--- src/rtl/risc_pipe_pkg.sv ---
// Encodings shared by the execute and writeback/branch stages of the pipelined core.
package risc_pipe_pkg;

    // {BS_one, BS_zero} branch-select field
    typedef enum logic [1:0] {
        BS_INC  = 2'b00,
        BS_COND = 2'b01,
        BS_JR   = 2'b10,
        BS_BR   = 2'b11
    } bs_e;

    // Register-file result select; 2'b11 is reserved and behaves like MD_F
    typedef enum logic [1:0] {
        MD_F   = 2'b00,
        MD_MEM = 2'b01,
        MD_SLT = 2'b10,
        MD_RSV = 2'b11
    } md_e;

    typedef enum logic [1:0] {
        PC_INC = 2'b00,
        PC_BRA = 2'b01,
        PC_RAA = 2'b10
    } pc_sel_e;

    // Wide enough for up to 3 squash slots
    localparam int SQ_CNT_W = 2;

endpackage

--- src/rtl/wb_branch_resolve.sv ---
// Combinational branch resolution: taken flag, PC select and target for the latched slot.
module wb_branch_resolve
    import risc_pipe_pkg::*;
#(
    parameter int DATA_W = 32
) (
    input  logic              live,
    input  logic [1:0]        bs,
    input  logic              ps,
    input  logic              z,
    input  logic [DATA_W-1:0] bra,
    input  logic [DATA_W-1:0] raa,
    output logic              taken,
    output logic [1:0]        pc_sel,
    output logic [DATA_W-1:0] pc_target
);

    always_comb begin
        taken     = 1'b0;
        pc_sel    = PC_INC;
        pc_target = '0;
        // An annulled slot never redirects fetch, whatever its branch bits say
        if (live) begin
            case (bs_e'(bs))
                BS_COND: begin
                    if (ps ? z : ~z) begin
                        taken     = 1'b1;
                        pc_sel    = PC_BRA;
                        pc_target = bra;
                    end
                end
                BS_JR: begin
                    taken     = 1'b1;
                    pc_sel    = PC_RAA;
                    pc_target = raa;
                end
                BS_BR: begin
                    taken     = 1'b1;
                    pc_sel    = PC_BRA;
                    pc_target = bra;
                end
                default: begin
                    taken     = 1'b0;
                    pc_sel    = PC_INC;
                    pc_target = '0;
                end
            endcase
        end
    end

endmodule

--- src/rtl/wb_branch_stage.sv ---
// Writeback and branch-resolution stage: falling-edge pipeline latch, result mux,
// branch squash counter and retired/squashed instruction counters.
module wb_branch_stage
    import risc_pipe_pkg::*;
#(
    parameter int SQUASH_SLOTS = 2,
    parameter int DATA_W       = 32
) (
    input  logic              CLOCK,
    input  logic              RESET,
    input  logic              RW,
    input  logic [4:0]        DA,
    input  logic [1:0]        MD,
    input  logic              BS_one,
    input  logic              BS_zero,
    input  logic              PS,
    input  logic              Z,
    input  logic              VxorN,
    input  logic [DATA_W-1:0] F,
    input  logic [DATA_W-1:0] Data_Out,
    input  logic [DATA_W-1:0] BrA,
    input  logic [DATA_W-1:0] RAA,
    output logic              WR_EN,
    output logic [4:0]        WR_ADDR,
    output logic [DATA_W-1:0] WR_DATA,
    output logic [1:0]        PC_SEL,
    output logic [DATA_W-1:0] PC_TARGET,
    output logic              FLUSH,
    output logic [31:0]       RETIRED_CNT,
    output logic [31:0]       SQUASHED_CNT
);

    logic              rw_q;
    logic [4:0]        da_q;
    logic [1:0]        md_q;
    logic [1:0]        bs_q;
    logic              ps_q;
    logic              z_q;
    logic              vxorn_q;
    logic [DATA_W-1:0] f_q;
    logic [DATA_W-1:0] dout_q;
    logic [DATA_W-1:0] bra_q;
    logic [DATA_W-1:0] raa_q;
    logic              live_q;

    logic [SQ_CNT_W-1:0] sq_cnt;
    logic [SQ_CNT_W-1:0] sq_eff;
    logic [SQ_CNT_W-1:0] sq_cnt_nxt;
    logic                capture_live;
    logic                taken;
    logic [1:0]          pc_sel;
    logic [DATA_W-1:0]   pc_target;
    logic [31:0]         retired_q;
    logic [31:0]         squashed_q;

    wb_branch_resolve #(.DATA_W(DATA_W)) u_resolve (
        .live      (live_q),
        .bs        (bs_q),
        .ps        (ps_q),
        .z         (z_q),
        .bra       (bra_q),
        .raa       (raa_q),
        .taken     (taken),
        .pc_sel    (pc_sel),
        .pc_target (pc_target)
    );

    // A taken branch in the held slot loads the counter at this very edge, so the
    // instruction captured now is already the first annulled one.
    always_comb begin
        sq_eff       = taken ? SQ_CNT_W'(SQUASH_SLOTS) : sq_cnt;
        capture_live = (sq_eff == '0);
        sq_cnt_nxt   = capture_live ? '0 : sq_eff - 1'b1;
    end

    always_ff @(negedge CLOCK or negedge RESET) begin
        if (!RESET) begin
            rw_q       <= 1'b0;
            da_q       <= '0;
            md_q       <= MD_F;
            bs_q       <= BS_INC;
            ps_q       <= 1'b0;
            z_q        <= 1'b0;
            vxorn_q    <= 1'b0;
            f_q        <= '0;
            dout_q     <= '0;
            bra_q      <= '0;
            raa_q      <= '0;
            live_q     <= 1'b1;
            sq_cnt     <= '0;
            retired_q  <= '0;
            squashed_q <= '0;
        end else begin
            rw_q    <= RW;
            da_q    <= DA;
            md_q    <= MD;
            bs_q    <= {BS_one, BS_zero};
            ps_q    <= PS;
            z_q     <= Z;
            vxorn_q <= VxorN;
            f_q     <= F;
            dout_q  <= Data_Out;
            bra_q   <= BrA;
            raa_q   <= RAA;
            live_q  <= capture_live;
            sq_cnt  <= sq_cnt_nxt;
            if (capture_live) begin
                retired_q <= retired_q + 32'd1;
            end else begin
                squashed_q <= squashed_q + 32'd1;
            end
        end
    end

    always_comb begin
        WR_DATA = f_q;
        case (md_e'(md_q))
            MD_MEM:  WR_DATA = dout_q;
            MD_SLT:  WR_DATA = {{(DATA_W-1){1'b0}}, vxorn_q};
            default: WR_DATA = f_q;
        endcase
    end

    // R0 is hardwired to zero, so a write to it is suppressed
    assign WR_EN        = rw_q & live_q & (da_q != 5'd0);
    assign WR_ADDR      = da_q;
    assign PC_SEL       = pc_sel;
    assign PC_TARGET    = pc_target;
    assign FLUSH        = taken;
    assign RETIRED_CNT  = retired_q;
    assign SQUASHED_CNT = squashed_q;

endmodule

--- config.mk ---
export PLATFORM = sky130hd
export DESIGN_NAME = wb_branch_stage
export DESIGN_NICKNAME = d
export VERILOG_FILES = /design/src/rtl/risc_pipe_pkg.sv /design/src/rtl/wb_branch_resolve.sv /design/src/rtl/wb_branch_stage.sv
export SDC_FILE = /design/constraint.sdc
export NUM_CORES = 1
export LEC_CHECK = 0
export ABC_AREA = 1
export CORE_MARGIN = 2
export CORE_UTILIZATION = 49
export CTS_CLUSTER_SIZE = 30
export DETAILED_ROUTE_END_ITERATION = 6
export GPL_ROUTABILITY_DRIVEN = 0
export MAX_ROUTING_LAYER = met4
export PLACE_DENSITY = 0.92
export SLEW_MARGIN = 20
export SYNTH_ARGS = -nofsm -noshare
export SYNTH_HDL_FRONTEND = slang
export SYNTH_HIERARCHICAL = 1
export SYNTH_SLANG_ARGS = --single-unit
--- constraint.sdc ---
create_clock -name CLOCK -period 5.6 [get_ports CLOCK]
set_input_delay 1.12 -clock CLOCK [delete_from_list [all_inputs] [get_ports CLOCK]]
set_output_delay 1.12 -clock CLOCK [all_outputs]
set_load 0.01 [all_outputs]
==> results.md <==
* Avg Cell Area, Syn at 10.52 um^2
* CP Buf/Inv Count at 5
* Multi-input logic area at 0.002714 mm^2
* WS Path Type: flip-flop to primary output
* Maxcap violations at 0
* Vias in the first global route at 7138
* Seq. cell area at approximately 0.0052 mm^2
* Boundary pin count at 280
* Antenna violations before repair at 0
* Crit-path cells: inv_2 > ha_4 > buf_6 > buf_12 > buf_16 > a22o_1 > buf_2
* Worst-Skew Late Latency at ~540 ps
* Post-CTS Hold Buffers at 0
* Failing checks: negative setup slack
* Avg WL per Cell at 20.11 um
* Starting DRC count in detailed routing at roughly 440
* WL final at 26630 um
* Power per cell area at approximately 330 mW/mm^2
* Final antenna diode count at 0
* Worst r2r src: live_q
* R2R Setup Slk at 3370 ps
* Core area at 0.01600 mm^2
* CP startpoint kind: flip-flop
* Global route overflow at 0
* Placed insts at 1262
* Max stage delay on crit path at 420 ps
* Clk sink count at 208
* Layout Nets at about 1200
* Drc violations at 0
* Slowest stage cell on the critical path: dfrtn_1
* Net Count, Synth at about 900
* Hold Crit Start: RETIRED_CNT[31]
* Cell Area, Synth at 0.008098 mm^2
* Initial core utilization at 50.61%
* Worst-path clk slew at 50 ps
* Worst endpoint data arrival time at 4860 ps
* H-tree depth at 1
* Worst-path fanout max at 8
* First-pass GRT wire length at 40510 um
* Flops & latches, synth at 208
* Die H at 132.6 um
* PnR worst setup slack at -375.1 ps
* Hold-critical path depth at 2
* Place WS at -251.8 ps
* Register-to-Register Path Depth at 14
* Layout Skew at approximately 45 ps
* IR drop worst, VDD at ~0.27 mV
* Post-detailed-route count of antenna-violating nets at 0
* Lkg Pwr at around 5.7 nW
* Global Route Usage Sum at 30.63%
* Via count at 6964
* Cell taking the most area after synthesis: dfrtn_1
* Chip Width at approximately 130 um
* Non-filler cells, final at 1324
* Synthesized instance count at 770
* Worst-Margin Slew at 544.1 ps
* Largest net degree at the start of global routing at 65
* Outcome: finished, violations left
* Share of cells above drive strength 1 at between 10% and 20%
* Inserted Clock Buffers at 23
* Root buf cell: clkbuf_16
* Layout Utilization at 77.31%
* Setup-failing EPs final at 66
* Ys Warns at 6
* WHS Endpoint: RETIRED_CNT[31]
* TritonCTS clock tree: yes
* Clk buf depth at 3
* Fin. Hold Viols at 0
* Critical path's top delay family: buffers and inverters
* Reg2reg end: SQUASHED_CNT[30]
* Synth-to-layout area growth at 52.75%
* Hold WC Path Type: flip-flop to flip-flop
* Max-slew headroom at roughly 64%
* Setup TNS Final at -18340 ps
* Slew Limit Fails at 0
* Register area share after synthesis at approximately 64%
* Critical Path End Type: primary output
* RSZ-0062 raised after global routing: yes
* Critical Path RT at 4480 ps
* Port buffer count at 279
* # rows at 46
* Yosys top cell area share at 63.97%
* Post-DP HPWL at around 17000 um
* First drt pass iteration count at 7
* Die ar. at between 0.015 and 0.02 mm^2
* Post-DR vias/cell at 5.260
* Count of cell types in the netlist at 30
* Area contributors post-synth: dfrtn_1 64%, nand2_1 9.6%, nand3_1 4.1%, a22o_1 3.4%, inv_1 2.7%
* Fillers at 978
## layer usage
layer | up-vias | global-route usage [%] | part of all wire [%]
met1 | 3407 | 34.35 | 36
met5 | - | - | 0
met4 | 0 | 12.01 | 4.7
met2 | 328 | 53.34 | 52
met3 | 94 | 6.820 | 7.7
li1 | 3135 | - | -
## worst max-delay path by stage
stage	start	end	slack [ps]	cells after the start
floorplan	md_q[0]	WR_DATA[11]	270	8
global placement	md_q[0]	WR_DATA[14]	-160	8
detailed placement	md_q[0]	WR_DATA[28]	-250	8
CTS	live_q	PC_TARGET[6]	-460	10
global route	live_q	PC_TARGET[1]	-400	8
finish	md_q[0]	WR_DATA[30]	-380	7
## kinds of logic (layout without fill, tap and decap cells)
logic type / count (synthesis) / in the layout / synth area share, %
flops: 208 / 208 / 64.29
buf+inv: 78 / 416 / 3.816
compound gates: 38 / 38 / 3.785
xor+xnor: 38 / 38 / 4.110
fa+ha+maj: 4 / 4 / 0.6181
simple gates: 404 / 404 / 23.38
## cell usage in the layout, fill, tap and decap left out, types with 20 or more instances in the layout
master             n
a22o_1            31
buf_2             49
buf_6             25
clkbuf_16         24
clkdlybuf4s50_1  210
dfrtn_1          207
inv_1             54
nand2_1          197
nand3_1           56
nand4_1           20
nor2_1            53
xor2_1            21
## state kept, by name (all words and copies together) (netlist names)
name          count
raa_q            32
WR_ADDR           5
sq_cnt            2
z_q               1
dout_q           32
rw_q              1
RETIRED_CNT      32
live_q            1
bs_q              2
vxorn_q           1
f_q              32
SQUASHED_CNT     32
md_q              2
ps_q              1
bra_q            32
## synth_stat cells, drive strengths merged
| library cell | count |
|---|---|
| a21oi | 1 |
| o21ai | 6 |
| a22o | 31 |
| nor3 | 15 |
| ha | 4 |
| and3 | 2 |
| clkbuf | 6 |
| dfstp | 1 |
| xnor2 | 17 |
| xor2 | 21 |
| and2 | 3 |
| inv | 61 |
| nand4 | 20 |
| nand3 | 68 |
| nor3b | 1 |
| dfrtn | 207 |
| nand3b | 8 |
| nor2 | 72 |
| buf | 11 |
| nand2 | 215 |
## per-stage QoR
stage	hold slack [ps]	instance area, um^2	power, mW
floorplan	431.5	8098	1.988
global placement	430.8	11280	2.391
detailed placement	459.0	11280	2.421
CTS	450.9	12380	4.060
global route	474.3	12370	4.199
finish	453.6	12370	4.055
## final cells by class
type                    instances  area share [%]
clock buffers                  31           5.139
clock inverters                 9           1.194
inverters                      60           1.841
multi-input cells             484           21.94
flip-flops and latches        208           42.09
well taps                     216           2.185
repair buffers                316           25.61
## power by group
group	internal (mW)	total, mW	switching, mW
clock network	0.977	1.57	0.595
logic	0.393	0.766	0.373
registers	1.62	1.72	0.0946
total	2.99	4.06	1.06
## worst reg2reg max path: stages (launching register included)
cell     delay [ps]
dfstp_2         540
buf_4           110
o21ai_1          60
a21oi_2         150
buf_4           130
buf_4           120
nor2_4           50
nand2_8         160
nand2_2         130
nor2_4          180
nand2_2         120
inv_2           100
nand2_1          60
nand2_1          70
nand2_1          50
## timing repair
item	in CTS	in global routing
endpoints found under the hold margin	0	0
buffers inserted	21	1
pin swaps	13	21
gates resized for setup	326	30
gates cloned	9	1
setup endpoints to repair	68	68
Power figures use the tool's default switching activity.
